## src/rtl/req_onehot_arbiter_pkg.sv

```systemverilog
// Shared definitions for the request arbiter front-end of the 4:2 encoder.
// Contents:
//   NREQ          number of request lines
//   arb_state_e   arbiter state encoding
//   rr_pick_t     result of a round-robin search (index + found flag)
//   rr_pick()     first set bit of cand searching ptr, ptr+1, ... modulo NREQ
package req_onehot_arbiter_pkg;

    localparam int NREQ = 4;

    typedef enum logic [1:0] {
        ST_IDLE  = 2'd0,
        ST_GRANT = 2'd1,
        ST_GAP   = 2'd2
    } arb_state_e;

    typedef struct packed {
        logic       found;
        logic [1:0] idx;
    } rr_pick_t;

    // Walk the offsets from farthest to nearest so the nearest hit to ptr
    // is the last one written and therefore wins.
    function automatic rr_pick_t rr_pick(input logic [NREQ-1:0] cand,
                                         input logic [1:0]      ptr);
        rr_pick_t   res;
        logic [1:0] idx;
        res = '0;
        for (int k = NREQ - 1; k >= 0; k--) begin
            idx = ptr + k[1:0];
            if (cand[idx]) begin
                res.found = 1'b1;
                res.idx   = idx;
            end
        end
        return res;
    endfunction

endpackage

```

## src/rtl/req_onehot_arbiter_sync_edge.sv

```systemverilog
// req_sync_edge: per-line synchroniser plus rising-edge detector for
// button/strobe style request lines.
// Ports:
//   clk, rst_n   clock, asynchronous active-low reset
//   req          raw (possibly asynchronous) request lines
//   req_s        request lines after SYNC_STAGES flops (0 = pass-through)
//   rise         registered one-cycle pulse per 0->1 transition of req_s
module req_sync_edge #(
    parameter int SYNC_STAGES = 2,
    parameter int WIDTH       = 4
) (
    input  logic             clk,
    input  logic             rst_n,
    input  logic [WIDTH-1:0] req,
    output logic [WIDTH-1:0] req_s,
    output logic [WIDTH-1:0] rise
);

    logic [WIDTH-1:0] req_d_q;
    logic [WIDTH-1:0] rise_q;

    generate
        if (SYNC_STAGES == 0) begin : g_bypass
            assign req_s = req;
        end else begin : g_sync
            logic [WIDTH-1:0] sync_q [SYNC_STAGES];

            always_ff @(posedge clk or negedge rst_n) begin
                if (!rst_n) begin
                    for (int i = 0; i < SYNC_STAGES; i++) sync_q[i] <= '0;
                end else begin
                    sync_q[0] <= req;
                    for (int i = 1; i < SYNC_STAGES; i++) sync_q[i] <= sync_q[i-1];
                end
            end

            assign req_s = sync_q[SYNC_STAGES-1];
        end
    endgenerate

    // The edge pulse is registered so the arbiter sees a glitch-free,
    // exactly one-cycle event per held request.
    always_ff @(posedge clk or negedge rst_n) begin
        if (!rst_n) begin
            req_d_q <= '0;
            rise_q  <= '0;
        end else begin
            req_d_q <= req_s;
            rise_q  <= req_s & ~req_d_q;
        end
    end

    assign rise = rise_q;

endmodule

```

## src/rtl/req_onehot_arbiter.sv

```systemverilog
// req_onehot_arbiter: turns four asynchronous request lines into a held,
// strictly one-hot grant vector for the 4:2 encoder inputs d3..d0.
// Ports:
//   clk        clock, rising edge
//   rst_n      asynchronous active-low reset
//   req[3:0]   request lines, bit i -> encoder input di
//   ack        consumer acknowledge, only honoured in GRANT
//   gnt[3:0]   one-hot grant, zero when idle
//   gnt_valid  high while gnt is non-zero
//   timeout    one-cycle pulse when a grant is dropped by timeout
//
// state | meaning
// IDLE  | no grant; selects from pending | rise when anything is waiting
// GRANT | gnt held; leaves on ack or timer expiry
// GAP   | one forced all-zero cycle so the encoder never sees two bits
module req_onehot_arbiter
    import req_onehot_arbiter_pkg::*;
#(
    parameter int SYNC_STAGES = 2,
    parameter int TIMEOUT     = 16
) (
    input  logic       clk,
    input  logic       rst_n,
    input  logic [3:0] req,
    input  logic       ack,
    output logic [3:0] gnt,
    output logic       gnt_valid,
    output logic       timeout
);

    localparam int            TW         = (TIMEOUT > 0) ? $clog2(TIMEOUT + 1) : 1;
    localparam logic [TW-1:0] TIMER_LAST = TW'(TIMEOUT - 1);

    arb_state_e      state_q, state_d;
    logic [NREQ-1:0] pending_q, pending_d;
    logic [1:0]      ptr_q, ptr_d;
    logic [1:0]      sel_q, sel_d;
    logic [TW-1:0]   timer_q, timer_d;
    logic [NREQ-1:0] gnt_q, gnt_d;
    logic            gnt_valid_q, gnt_valid_d;
    logic            timeout_q, timeout_d;

    logic [NREQ-1:0] req_s_unused;
    logic [NREQ-1:0] rise;
    logic [NREQ-1:0] cand;
    rr_pick_t        pick;
    logic            timer_expired;

    req_sync_edge #(
        .SYNC_STAGES (SYNC_STAGES),
        .WIDTH       (NREQ)
    ) u_sync_edge (
        .clk   (clk),
        .rst_n (rst_n),
        .req   (req),
        .req_s (req_s_unused),
        .rise  (rise)
    );

    assign cand          = pending_q | rise;
    assign pick          = rr_pick(cand, ptr_q);
    assign timer_expired = (TIMEOUT != 0) && (timer_q == TIMER_LAST);

    always_ff @(posedge clk or negedge rst_n) begin
        if (!rst_n) begin
            state_q     <= ST_IDLE;
            pending_q   <= '0;
            ptr_q       <= '0;
            sel_q       <= '0;
            timer_q     <= '0;
            gnt_q       <= '0;
            gnt_valid_q <= 1'b0;
            timeout_q   <= 1'b0;
        end else begin
            state_q     <= state_d;
            pending_q   <= pending_d;
            ptr_q       <= ptr_d;
            sel_q       <= sel_d;
            timer_q     <= timer_d;
            gnt_q       <= gnt_d;
            gnt_valid_q <= gnt_valid_d;
            timeout_q   <= timeout_d;
        end
    end

    always_comb begin
        state_d     = state_q;
        pending_d   = pending_q | rise;
        ptr_d       = ptr_q;
        sel_d       = sel_q;
        timer_d     = timer_q;
        gnt_d       = gnt_q;
        gnt_valid_d = gnt_valid_q;
        timeout_d   = 1'b0;

        case (state_q)
            ST_IDLE: begin
                if (pick.found) begin
                    // The winning rise is consumed here; any other
                    // coincident rises stay pending.
                    pending_d   = cand & ~(4'b0001 << pick.idx);
                    gnt_d       = 4'b0001 << pick.idx;
                    gnt_valid_d = 1'b1;
                    sel_d       = pick.idx;
                    timer_d     = '0;
                    state_d     = ST_GRANT;
                end
            end
            ST_GRANT: begin
                if (ack || timer_expired) begin
                    gnt_d       = '0;
                    gnt_valid_d = 1'b0;
                    ptr_d       = sel_q + 2'd1;
                    timeout_d   = !ack;
                    state_d     = ST_GAP;
                end else begin
                    timer_d = timer_q + TW'(1);
                end
            end
            ST_GAP: begin
                state_d = ST_IDLE;
            end
            default: begin
                gnt_d       = '0;
                gnt_valid_d = 1'b0;
                state_d     = ST_IDLE;
            end
        endcase
    end

    always_comb begin
        gnt       = gnt_q;
        gnt_valid = gnt_valid_q;
        timeout   = timeout_q;
    end

endmodule

```

## config.mk

```make
export PLATFORM = sky130hd
export DESIGN_NAME = req_onehot_arbiter
export DESIGN_NICKNAME = d
export VERILOG_FILES = /design/src/rtl/req_onehot_arbiter_pkg.sv /design/src/rtl/req_onehot_arbiter_sync_edge.sv /design/src/rtl/req_onehot_arbiter.sv
export SDC_FILE = /design/constraint.sdc
export NUM_CORES = 1
export LEC_CHECK = 0
export ABC_CLOCK_PERIOD_IN_PS = 3500
export BUFFER_PORTS_ARGS = -buffer_cell sky130_fd_sc_hd__buf_2
export CAP_MARGIN = 20
export CORE_MARGIN = 2
export CORE_UTILIZATION = 60
export DETAILED_ROUTE_END_ITERATION = 10
export GPL_TIMING_DRIVEN = 0
export PLACE_DENSITY = 0.85
export SYNTH_ARGS = -nofsm -noshare
export SYNTH_HDL_FRONTEND = slang
export SYNTH_SLANG_ARGS = --single-unit
```

## constraint.sdc

```tcl
create_clock -name clk -period 3.5 [get_ports clk]
set_clock_uncertainty 0.15 [all_clocks]
set_input_delay 1.05 -clock clk [delete_from_list [all_inputs] [get_ports clk]]
set_output_delay 1.05 -clock clk [all_outputs]
set_load 0.02 [all_outputs]
```

==> flow_summary.ini, run 1 <==
[die]
die_x_um = 52.4
num_rows = 17
num_io_pins = 13
core-area_um2 = 2210
initial_core_util_pct = 63.5
fp.dieArea_um2 = 2740
dieHeight_um = 52.4

[worst_setup_path]
cp.arrival_ps = 2410
regToRegStartpoint = timer_q[0]$_DFFE_PN0P_
reg2reg_slack_ps = 1150
endpoint_kind = flop
crit_start = timer_q[0]$_DFFE_PN0P_
required_ps = 3550
worstPathMaxFanout = 5
critPathKind = flop to flop
critPathLaunchType = flop

[cts]
cts_tree = yes
cts_root_buf = clkbuf_4
cts_resized = 0
cts_hold_buf = 0
cts_max_path_buffers = 2
post_cts_buffers = 0
h-tree-depth = 2
clk_latency_ps = 330
cts_sinks = 37
numCtsBuffers = 5
clkSlewWorstSetupHoldPaths_ps = 100

[global_routing]
grt_util_met2_pct = 35.4
grt_pass1_vias = 904
grt_pass1_wl_mm = 4.14
grt_max_degree = 38
antenna_found_initial = 0
met1_usage_pct = 27.0
grt.busiest_layer = met2
track_usage_pct = 22.3
grt_util_met3_pct = 8.86
gr-total-overflow = 0

[yosys]
synth-seq-cells = 37
async_reset_ff_share_pct = 100
synthesis.nets = 118
syn-cell-area_um2 = 1410
ys_seq_area_share_pct = 65.9
avgSynthCellArea_um2 = 12.9
synth.distinct_cells = 34
synth_edf_count = 0
synth_area_leaders = dfrtp_1 (66%), o31ai_1 (3.7%), a31oi_1 (2.2%), nor2b_1 (2.2%), nand3_1 (2.1%)
synth_warnings = 0
synth_flop_cell = dfrtp_1
netlist_top_cells_count = dfrtp_1 (37), nor2_1 (7), o31ai_1 (7), nand2_1 (6), nand3_1 (6)
yosysMostFrequentCell = dfrtp_1
yosysTopAreaCell = dfrtp_1
synth_top_area_share_pct = 65.9
syn_inst = 109

[route]
dr.pass1.iters = 4
via_per_inst = 6.05
drt_iter0_markers = 20
wl_per_cell_um = 15.8
vias = 938
routed_wirelength_mm = 2.44
ant_nets = 0
drc_errors = 0

[timing]
relSlewSlack_pct = 48.9
rsz0062_at_grt = no
hold_viol_final = 0
max_freq_mhz = 425
final.setup.tns_ps = 0
setup_viol = 0
finalCritPeriodShare_pct = 67.3
finalCriticalPeriod_ps = 2350
slew_violations = 0
tightest_slew_ps = 766

[placed_design]
dpl.hpwl_mm = 1.78
io_buffers = 12
place_congestion = 0.817

[layout]
syn2layout_area_growth_pct = 9.80
utilization_pct = 69.7
fin_nets = 137
drive_above_1_share_pct = 18.9
fillerInstances = 168
antenna_cells = 0

[hold_path]
hp-class = flop to flop
worst_hold_startpoint = u_sync_edge.g_sync.sync_q[6]$_DFF_PN0_

[power]
powerDensity_nw_per_um2 = 785
p_leak_nw = 0.700
ir_drop_mv = 0.494

[flow_run]
cap_violations = 0

[run_status]
outcome = finished, final reports clean
cells in the final DEF, fill, tap and decap left out, types with 2 or more instances in the layout:
| cell type | synthesis | final |
|---|---|---|
| a31oi_1 | 5 | 5 |
| buf_2 | 1 | 13 |
| clkbuf_4 | 0 | 5 |
| dfrtp_1 | 37 | 37 |
| ha_1 | 2 | 2 |
| inv_1 | 2 | 2 |
| nand2_1 | 6 | 6 |
| nand3_1 | 6 | 6 |
| nor2_1 | 7 | 7 |
| nor2b_1 | 5 | 5 |
| o21ai_0 | 3 | 3 |
| o21ai_1 | 4 | 4 |
| o21bai_1 | 2 | 2 |
| o31ai_1 | 7 | 7 |
| xor2_1 | 2 | 2 |
critical path: stages (launching register included):
cell     delay [ps]
dfrtp_1         420
ha_1            230
and3_1          210
ha_1            240
nor4b_1         570
nand4_1         190
xor2_1          160
nor2_1           60
flip-flops by register name, indices dropped and copies added, names as in the netlist:
| signal | cells |
|---|---|
| gnt_valid | 1 |
| state_q | 2 |
| u_sync_edge.req_d_q | 4 |
| timeout | 1 |
| ptr_q | 2 |
| u_sync_edge.g_sync.sync_q | 4 |
| u_sync_edge.req_s | 4 |
| timer_q | 5 |
| u_sync_edge.rise | 4 |
| sel_q | 2 |
| gnt | 4 |
| pending_q | 4 |
per-layer routing:
metal  part of all wire, %  vias to the layer above
met4                   2.0                        0
met3                   5.5                        5
met2                    50                       25
met5                     0                        -
met1                    43                      466
li1                      -                      442
power by group:
group          total (W)  leakage [nW]  internal [W]  switching (W)
registers       0.000608         0.455      0.000520      0.0000877
logic           0.000411         0.218      0.000154       0.000256
clock network   0.000192        0.0269     0.0000696       0.000122
final timing paths:
check | end | depth (start not counted)
setup / recovery | timer_q[3]$_DFFE_PN0P_ | 7
hold / removal | u_sync_edge.req_s[2]$_DFF_PN0_ | 0
setup reg to reg | timer_q[3]$_DFFE_PN0P_ | 7
hold reg to reg | u_sync_edge.req_s[2]$_DFF_PN0_ | 0
max in group asynchronous | gnt[3]$_DFFE_PN0P_ | 1
min in group asynchronous | u_sync_edge.g_sync.sync_q[7]$_DFF_PN0_ | 1
cell type report:
class                   count  area (µm²)  area share (%)
plain buffers               1        5.00           0.324
clock buffers               5        37.5            2.43
clock inverters             1        5.00           0.324
inverters                   2        7.51           0.487
multi-input cells          69         467            30.3
flip-flops and latches     37         926            60.0
well taps                  28        35.0            2.27
repair buffers             12        60.1            3.89
kinds of logic after synthesis:
kind of cell	Yosys count	synth area share, %
muxes	1	0.801
adders and majority gates	2	1.78
buffers and inverters	3	0.890
AOI/OAI and AO/OA	30	15.5
xor gates and xnor gates	3	1.87
and+or+nand+nor	33	13.3
DFF	37	65.9
stage by stage:
step	hold WS (ps)	power (W)	cells	area [µm²]	setup slack (ps)
global placement	183	0.000991	149	1500	1220
detailed placement	189	0.00102	149	1500	1110
finish	208	0.00121	155	1540	1150
CTS	213	0.00122	155	1540	1160
global route	217	0.00130	155	1540	1030
floorplan	181	0.000897	109	1410	1380
Note: power is estimated with default switching activity, not from simulation.
==> run 2, diff against run 1 <==
Settings changed: ABC_AREA set to 1, ABC_CLOCK_PERIOD_IN_PS 3500 to 2400, CORE_UTILIZATION 60 to 57, PLACE_DENSITY 0.85 to 0.82.
Clock period 3.5 ns to 2.4 ns, I/O delays scaled along.
==> flow_summary.ini, run 2 <==
[cts]
cts_root_buf = clkbuf_4
numCtsBuffers = 5
clk_latency_ps = 350
post_cts_buffers = 0
clkSlewWorstSetupHoldPaths_ps = 110
cts_max_path_buffers = 2
cts_hold_buf = 0
cts_sinks = 37
h-tree-depth = 2
cts_resized = 0
cts_tree = yes

[yosys]
yosysTopAreaCell = dfrtp_1
synth_warnings = 0
ys_seq_area_share_pct = 60.5
syn_inst = 158
async_reset_ff_share_pct = 100
avgSynthCellArea_um2 = 9.69
synth_flop_cell = dfrtp_1
synth_edf_count = 0
synth_area_leaders = dfrtp_1 (60%), nand2_1 (10%), nor2_1 (5.1%), inv_1 (3.4%), nand3_1 (2.6%)
yosysMostFrequentCell = nand2_1
synthesis.nets = 167
syn-cell-area_um2 = 1530
netlist_top_cells_count = nand2_1 (41), dfrtp_1 (37), nor2_1 (21), inv_1 (14), nand3_1 (8)
synth_top_area_share_pct = 60.5
synth-seq-cells = 37
synth.distinct_cells = 25

[power]
p_comb_share_pct = 43.2
p_sw_share_pct = 41.6
seqPwrFrac_pct = 37.0
powerDensity_nw_per_um2 = 1330
p_sw_w = 0.000949
ir_drop_mv = 0.844
pwr-share-clk_pct = 19.8
total_power_w = 0.00228
p_leak_nw = 0.904
p_int_w = 0.00133

[layout]
drive_above_1_share_pct = 20.8
largest-register = timer_q
final_common_cell = nand2_1
antenna_cells = 0
fin_nets = 186
layout_common_cells = nand2_1 (41), dfrtp_1 (37), nor2_1 (21), inv_1 (14), buf_2 (12)
syn2layout_area_growth_pct = 12.2
largest_register_ffs = 5

[worst_setup_path]
critical_path.top_delay_family = simple AND/OR/NAND/NOR gates
endpoint_kind = flop
regToRegStartpoint = timer_q[0]$_DFFE_PN0P_
slowest_stage = dfrtp_1
required_ps = 2490
reg2reg_slack_ps = 360
cp.arrival_ps = 2130
path_buf_inv = 0
slowest_delay_ps = 430
crit_top_cell = nor2_1
worstPathMaxFanout = 4
cp_cell_sequence = ha_1, and3_1, ha_1, nor2_1, nand2_1, nor2_1, nand4_1, xor2_1, nor2_1
critPathLaunchType = flop
crit_start = timer_q[0]$_DFFE_PN0P_
critPathKind = flop to flop

[global_routing]
antenna_found_initial = 0
gr-total-overflow = 0
track_usage_pct = 20.3
grt_pass1_vias = 1188
grt_pass1_wl_mm = 4.78
grt_max_degree = 38

[die]
num_io_pins = 13
core-area_um2 = 2520
num_rows = 18
initial_core_util_pct = 60.7
die_x_um = 55.8
fp.dieArea_um2 = 3120
dieHeight_um = 55.8

[placed_design]
place_congestion = 0.947
dpl.hpwl_mm = 1.88
io_buffers = 12

[route]
dr.pass1.iters = 4
drc_errors = 0
via_per_inst = 5.20
drt_iter0_markers = 44
ant_nets = 0
routed_wirelength_mm = 2.54
vias = 1081
wl_per_cell_um = 12.2

[timing]
rsz0062_at_grt = no
tightest_slew_ps = 767
finalCritPeriodShare_pct = 84.9
hold_viol_final = 0
setup_viol = 0
max_freq_mhz = 491
final.setup.tns_ps = 0
slew_violations = 0
finalCriticalPeriod_ps = 2040
relSlewSlack_pct = 48.9

[hold_path]
worst_hold_startpoint = u_sync_edge.g_sync.sync_q[6]$_DFF_PN0_
hp-class = flop to flop

[run_status]
outcome = finished, final reports clean

[flow_run]
cap_violations = 0
==> run 2: changes by cell type after synthesis, moves of 5 or more <==
cell,before,now
nor2_1,7,21
a31oi_1,5,0
nand2_1,6,41
nor2b_1,5,0
inv_1,2,14
o31ai_1,7,0
==> run 2: path summary, 6_finish.rpt <==
check | endpoint | cells after the start
min in group asynchronous | u_sync_edge.g_sync.sync_q[7]$_DFF_PN0_ | 1
max | timer_q[3]$_DFFE_PN0P_ | 9
min reg2reg | u_sync_edge.req_s[2]$_DFF_PN0_ | 0
min | u_sync_edge.req_s[2]$_DFF_PN0_ | 0
max in group asynchronous | ptr_q[1]$_DFFE_PN0P_ | 1
max reg2reg | timer_q[3]$_DFFE_PN0P_ | 9
==> run 2: per-layer routing <==
layer	GRT usage (%)	up-vias	routed length [µm]
li1	-	533	-
met1	22.8	522	1080
met2	33.3	19	1290
met3	6.05	7	91
met4	13.3	0	78
met5	0	-	0
==> run 2: kinds of logic after synthesis <==
kind of cell | count (synthesis) | share of synthesized area [%]
xor gates and xnor gates | 5 | 2.86
DFF | 37 | 60.5
buffers and inverters | 19 | 5.31
adders and majority gates | 2 | 1.63
AOI/OAI and AO/OA | 10 | 4.41
and+or+nand+nor | 85 | 25.3
==> run 2: worst register-to-register path, stage by stage, from the launching register on <==
cell and delay, ps:
dfrtp_1 430, ha_1 220, and3_1 190, ha_1 190, nor2_1 150, nand2_1 110
nor2_1 160, nand4_1 120, xor2_1 170, nor2_1 60
==> run 2: cell type report <==
type / instances / area (µm²)
fill: 221 / 805
sequential: 37 / 926
buffer: 1 / 11.3
inverter: 18 / 70.1
multi-input combinational: 102 / 524
clock inverter: 2 / 37.5
tap: 30 / 37.5
clock buffer: 6 / 51.3
timing repair buffer: 12 / 60.1
==> run 2: stage by stage <==
stage	cells	area (µm²)	hold WS, ps	util (%)	setup WS [ps]
finish	208	1720	207	68.1	362
floorplan	158	1530	181	-	586
global placement	200	1630	185	64.6	462
CTS	208	1720	199	68.1	358
detailed placement	200	1630	186	64.6	397
global route	208	1720	213	68.1	162
==> run 2: power groups by stage <==
stage	Sequential, W	Clock [W]	Combinational [W]
floorplan	0.000875	0	0.000741
global placement	0.000851	0	0.000922
detailed placement	0.000857	0	0.000986
CTS	0.000845	0.000463	0.000993
global route	0.000860	0.000487	0.00113
finish	0.000845	0.000451	0.000986
==> run 3, diff against run 2 <==
Settings changed: ABC_AREA 1 to 0, ABC_CLOCK_PERIOD_IN_PS 2400 to 2000, CORE_UTILIZATION 57 to 56, PLACE_DENSITY 0.82 to 0.81.
Clock period 2.4 ns to 2 ns, I/O delays scaled along.
==> flow_summary.ini, run 3 (synthesis results as in run 1) <==
[layout]
antenna_cells = 0
final_common_cell = dfrtp_1
fin_nets = 139
largest-register = timer_q
largest_register_ffs = 5
seq_area_um2 = 926
fillerInstances = 168
syn2layout_area_growth_pct = 19.4
drive_above_1_share_pct = 26.7
layoutNonFillerInstCount = 161
multi_input_area_um2 = 522
layout_common_cells = dfrtp_1 (37), buf_2 (12), nor2_1 (7)

[worst_setup_path]
slowest_stage = dfrtp_1
crit_start = timer_q[0]$_DFFE_PN0P_
worstPathMaxFanout = 5
cp_cell_sequence = ha_2, and3_4, ha_4, or3_4, nand2_4, mux2_1
critPathKind = flop to flop
critPathLaunchType = flop
cp.arrival_ps = 2030
regToRegStartpoint = timer_q[0]$_DFFE_PN0P_
required_ps = 2080
critical_path.top_delay_family = simple AND/OR/NAND/NOR gates
endpoint_kind = flop
path_buf_inv = 0
slowest_delay_ps = 400

[cts]
cts_max_path_buffers = 2
clk_latency_ps = 340
cts_root_buf = clkbuf_4
cts_sinks = 37
clkSlewWorstSetupHoldPaths_ps = 110
numCtsBuffers = 5
cts_tree = yes
h-tree-depth = 2

[global_routing]
grt_pass1_vias = 972
track_usage_pct = 21.2
grt_max_degree = 38
gr-total-overflow = 0
antenna_found_initial = 0
grt_pass1_wl_mm = 4.19

[timing]
tightest_slew_ps = 792
relSlewSlack_pct = 47.2
final.setup.tns_ps = 0
slew_violations = 0
setup_viol = 0
finalCriticalPeriod_ps = 1950
hold_viol_final = 0
finalCritPeriodShare_pct = 97.6
max_freq_mhz = 512

[power]
ir_drop_mv = 1.06
p_leak_nw = 0.747
powerDensity_nw_per_um2 = 1500

[route]
dr.pass1.iters = 4
wl_per_cell_um = 16.0
drt_iter0_markers = 28
drc_errors = 0
ant_nets = 0
routed_wirelength_mm = 2.58
vias = 972
via_per_inst = 6.04

[hold_path]
hp-class = input pin to asynchronous set/reset pin

[die]
num_io_pins = 13
core-area_um2 = 2430
num_rows = 18
initial_core_util_pct = 57.8
fp.dieArea_um2 = 2930
die_x_um = 54.1
dieHeight_um = 54.1

[placed_design]
io_buffers = 12
dpl.cell_count = 151
dpl.hpwl_mm = 1.71
place_congestion = 0.704

[flow_run]
cap_violations = 0

[run_status]
outcome = finished, final reports clean
-- run 3: cell types whose count changed in the layout (fill, tap and decap cells not counted), moves of 4 or more --
cell | previous run | this run
nor2_1 | 21 | 7
a31oi_1 | 0 | 5
nor2b_1 | 0 | 5
inv_1 | 14 | 2
nand3_2 | 4 | 0
o31ai_1 | 0 | 5
nand2_1 | 41 | 6
-- run 3: power by group --
part / leakage, nW / switching [W] / total, W / internal, W
Clock: 0.0552 / 0.000247 / 0.000634 / 0.000387
Combinational: 0.236 / 0.000497 / 0.000822 / 0.000325
Sequential: 0.455 / 0.000148 / 0.00106 / 0.000910
Total: 0.747 / 0.000892 / 0.00251 / 0.00162
-- run 3: routing by layer --
metal  part of all wire [%]  routed length [µm]  global-route usage [%]  vias to the layer above
li1                       -                   -                       -                      448
met1                     43                1100                    25.6                      483
met2                     51                1310                    33.9                       34
met3                    4.9                 126                    6.67                        7
met4                    1.7                  43                    11.3                        0
met5                      0                   0                       0                        -
-- run 3: path summary, 6_finish.rpt --
kind / endpoint / depth (start not counted) / slack (ps)
setup / recovery: timer_q[4]$_DFFE_PN0P_ / 6 / 50
hold / removal: u_sync_edge.req_d_q[3]$_DFF_PN0_ / 1 / 180
setup reg to reg: timer_q[4]$_DFFE_PN0P_ / 6 / 50
hold reg to reg: u_sync_edge.req_s[2]$_DFF_PN0_ / 0 / 210
max in group asynchronous: sel_q[0]$_DFFE_PN0P_ / 1 / 1020
min in group clk: u_sync_edge.g_sync.sync_q[6]$_DFF_PN0_ / 1 / 200
-- run 3: layout make-up --
class | count | area share [%]
Clock buffer | 5 | 2.24
Multi-Input combinational cell | 69 | 31.1
Inverter | 2 | 0.447
Timing Repair Buffer | 14 | 4.47
Sequential cell | 37 | 55.2
Clock inverter | 3 | 3.88
Tap cell | 30 | 2.24
Buffer | 1 | 0.447
-- run 3: per-stage QoR --
step	total power [W]	hold WS [ps]	util [%]	instance area, µm²	worst slack (ps)
2_1_floorplan	0.00157	154	-	1410	14.4
3_3_place_gp	0.00174	181	62.1	1510	-144
3_5_place_dp	0.00179	186	62.1	1510	-207
4_1_cts	0.00246	192	67.9	1650	0.203
5_1_grt	0.00267	185	69.0	1680	-12.1
6_report	0.00251	177	69.0	1680	47.2
-- run 3: repair_timing --
| item | CTS | global route |
|---|---|---|
| hold endpoints to repair | 0 | 0 |
| setup buffers | 2 | 0 |
| endpoints found under the setup margin | 9 | 8 |
| resized for setup | 4 | 5 |
| pin swaps | 2 | 5 |
| cloned | 0 | 0 |
| hold buffers | 0 | 0 |
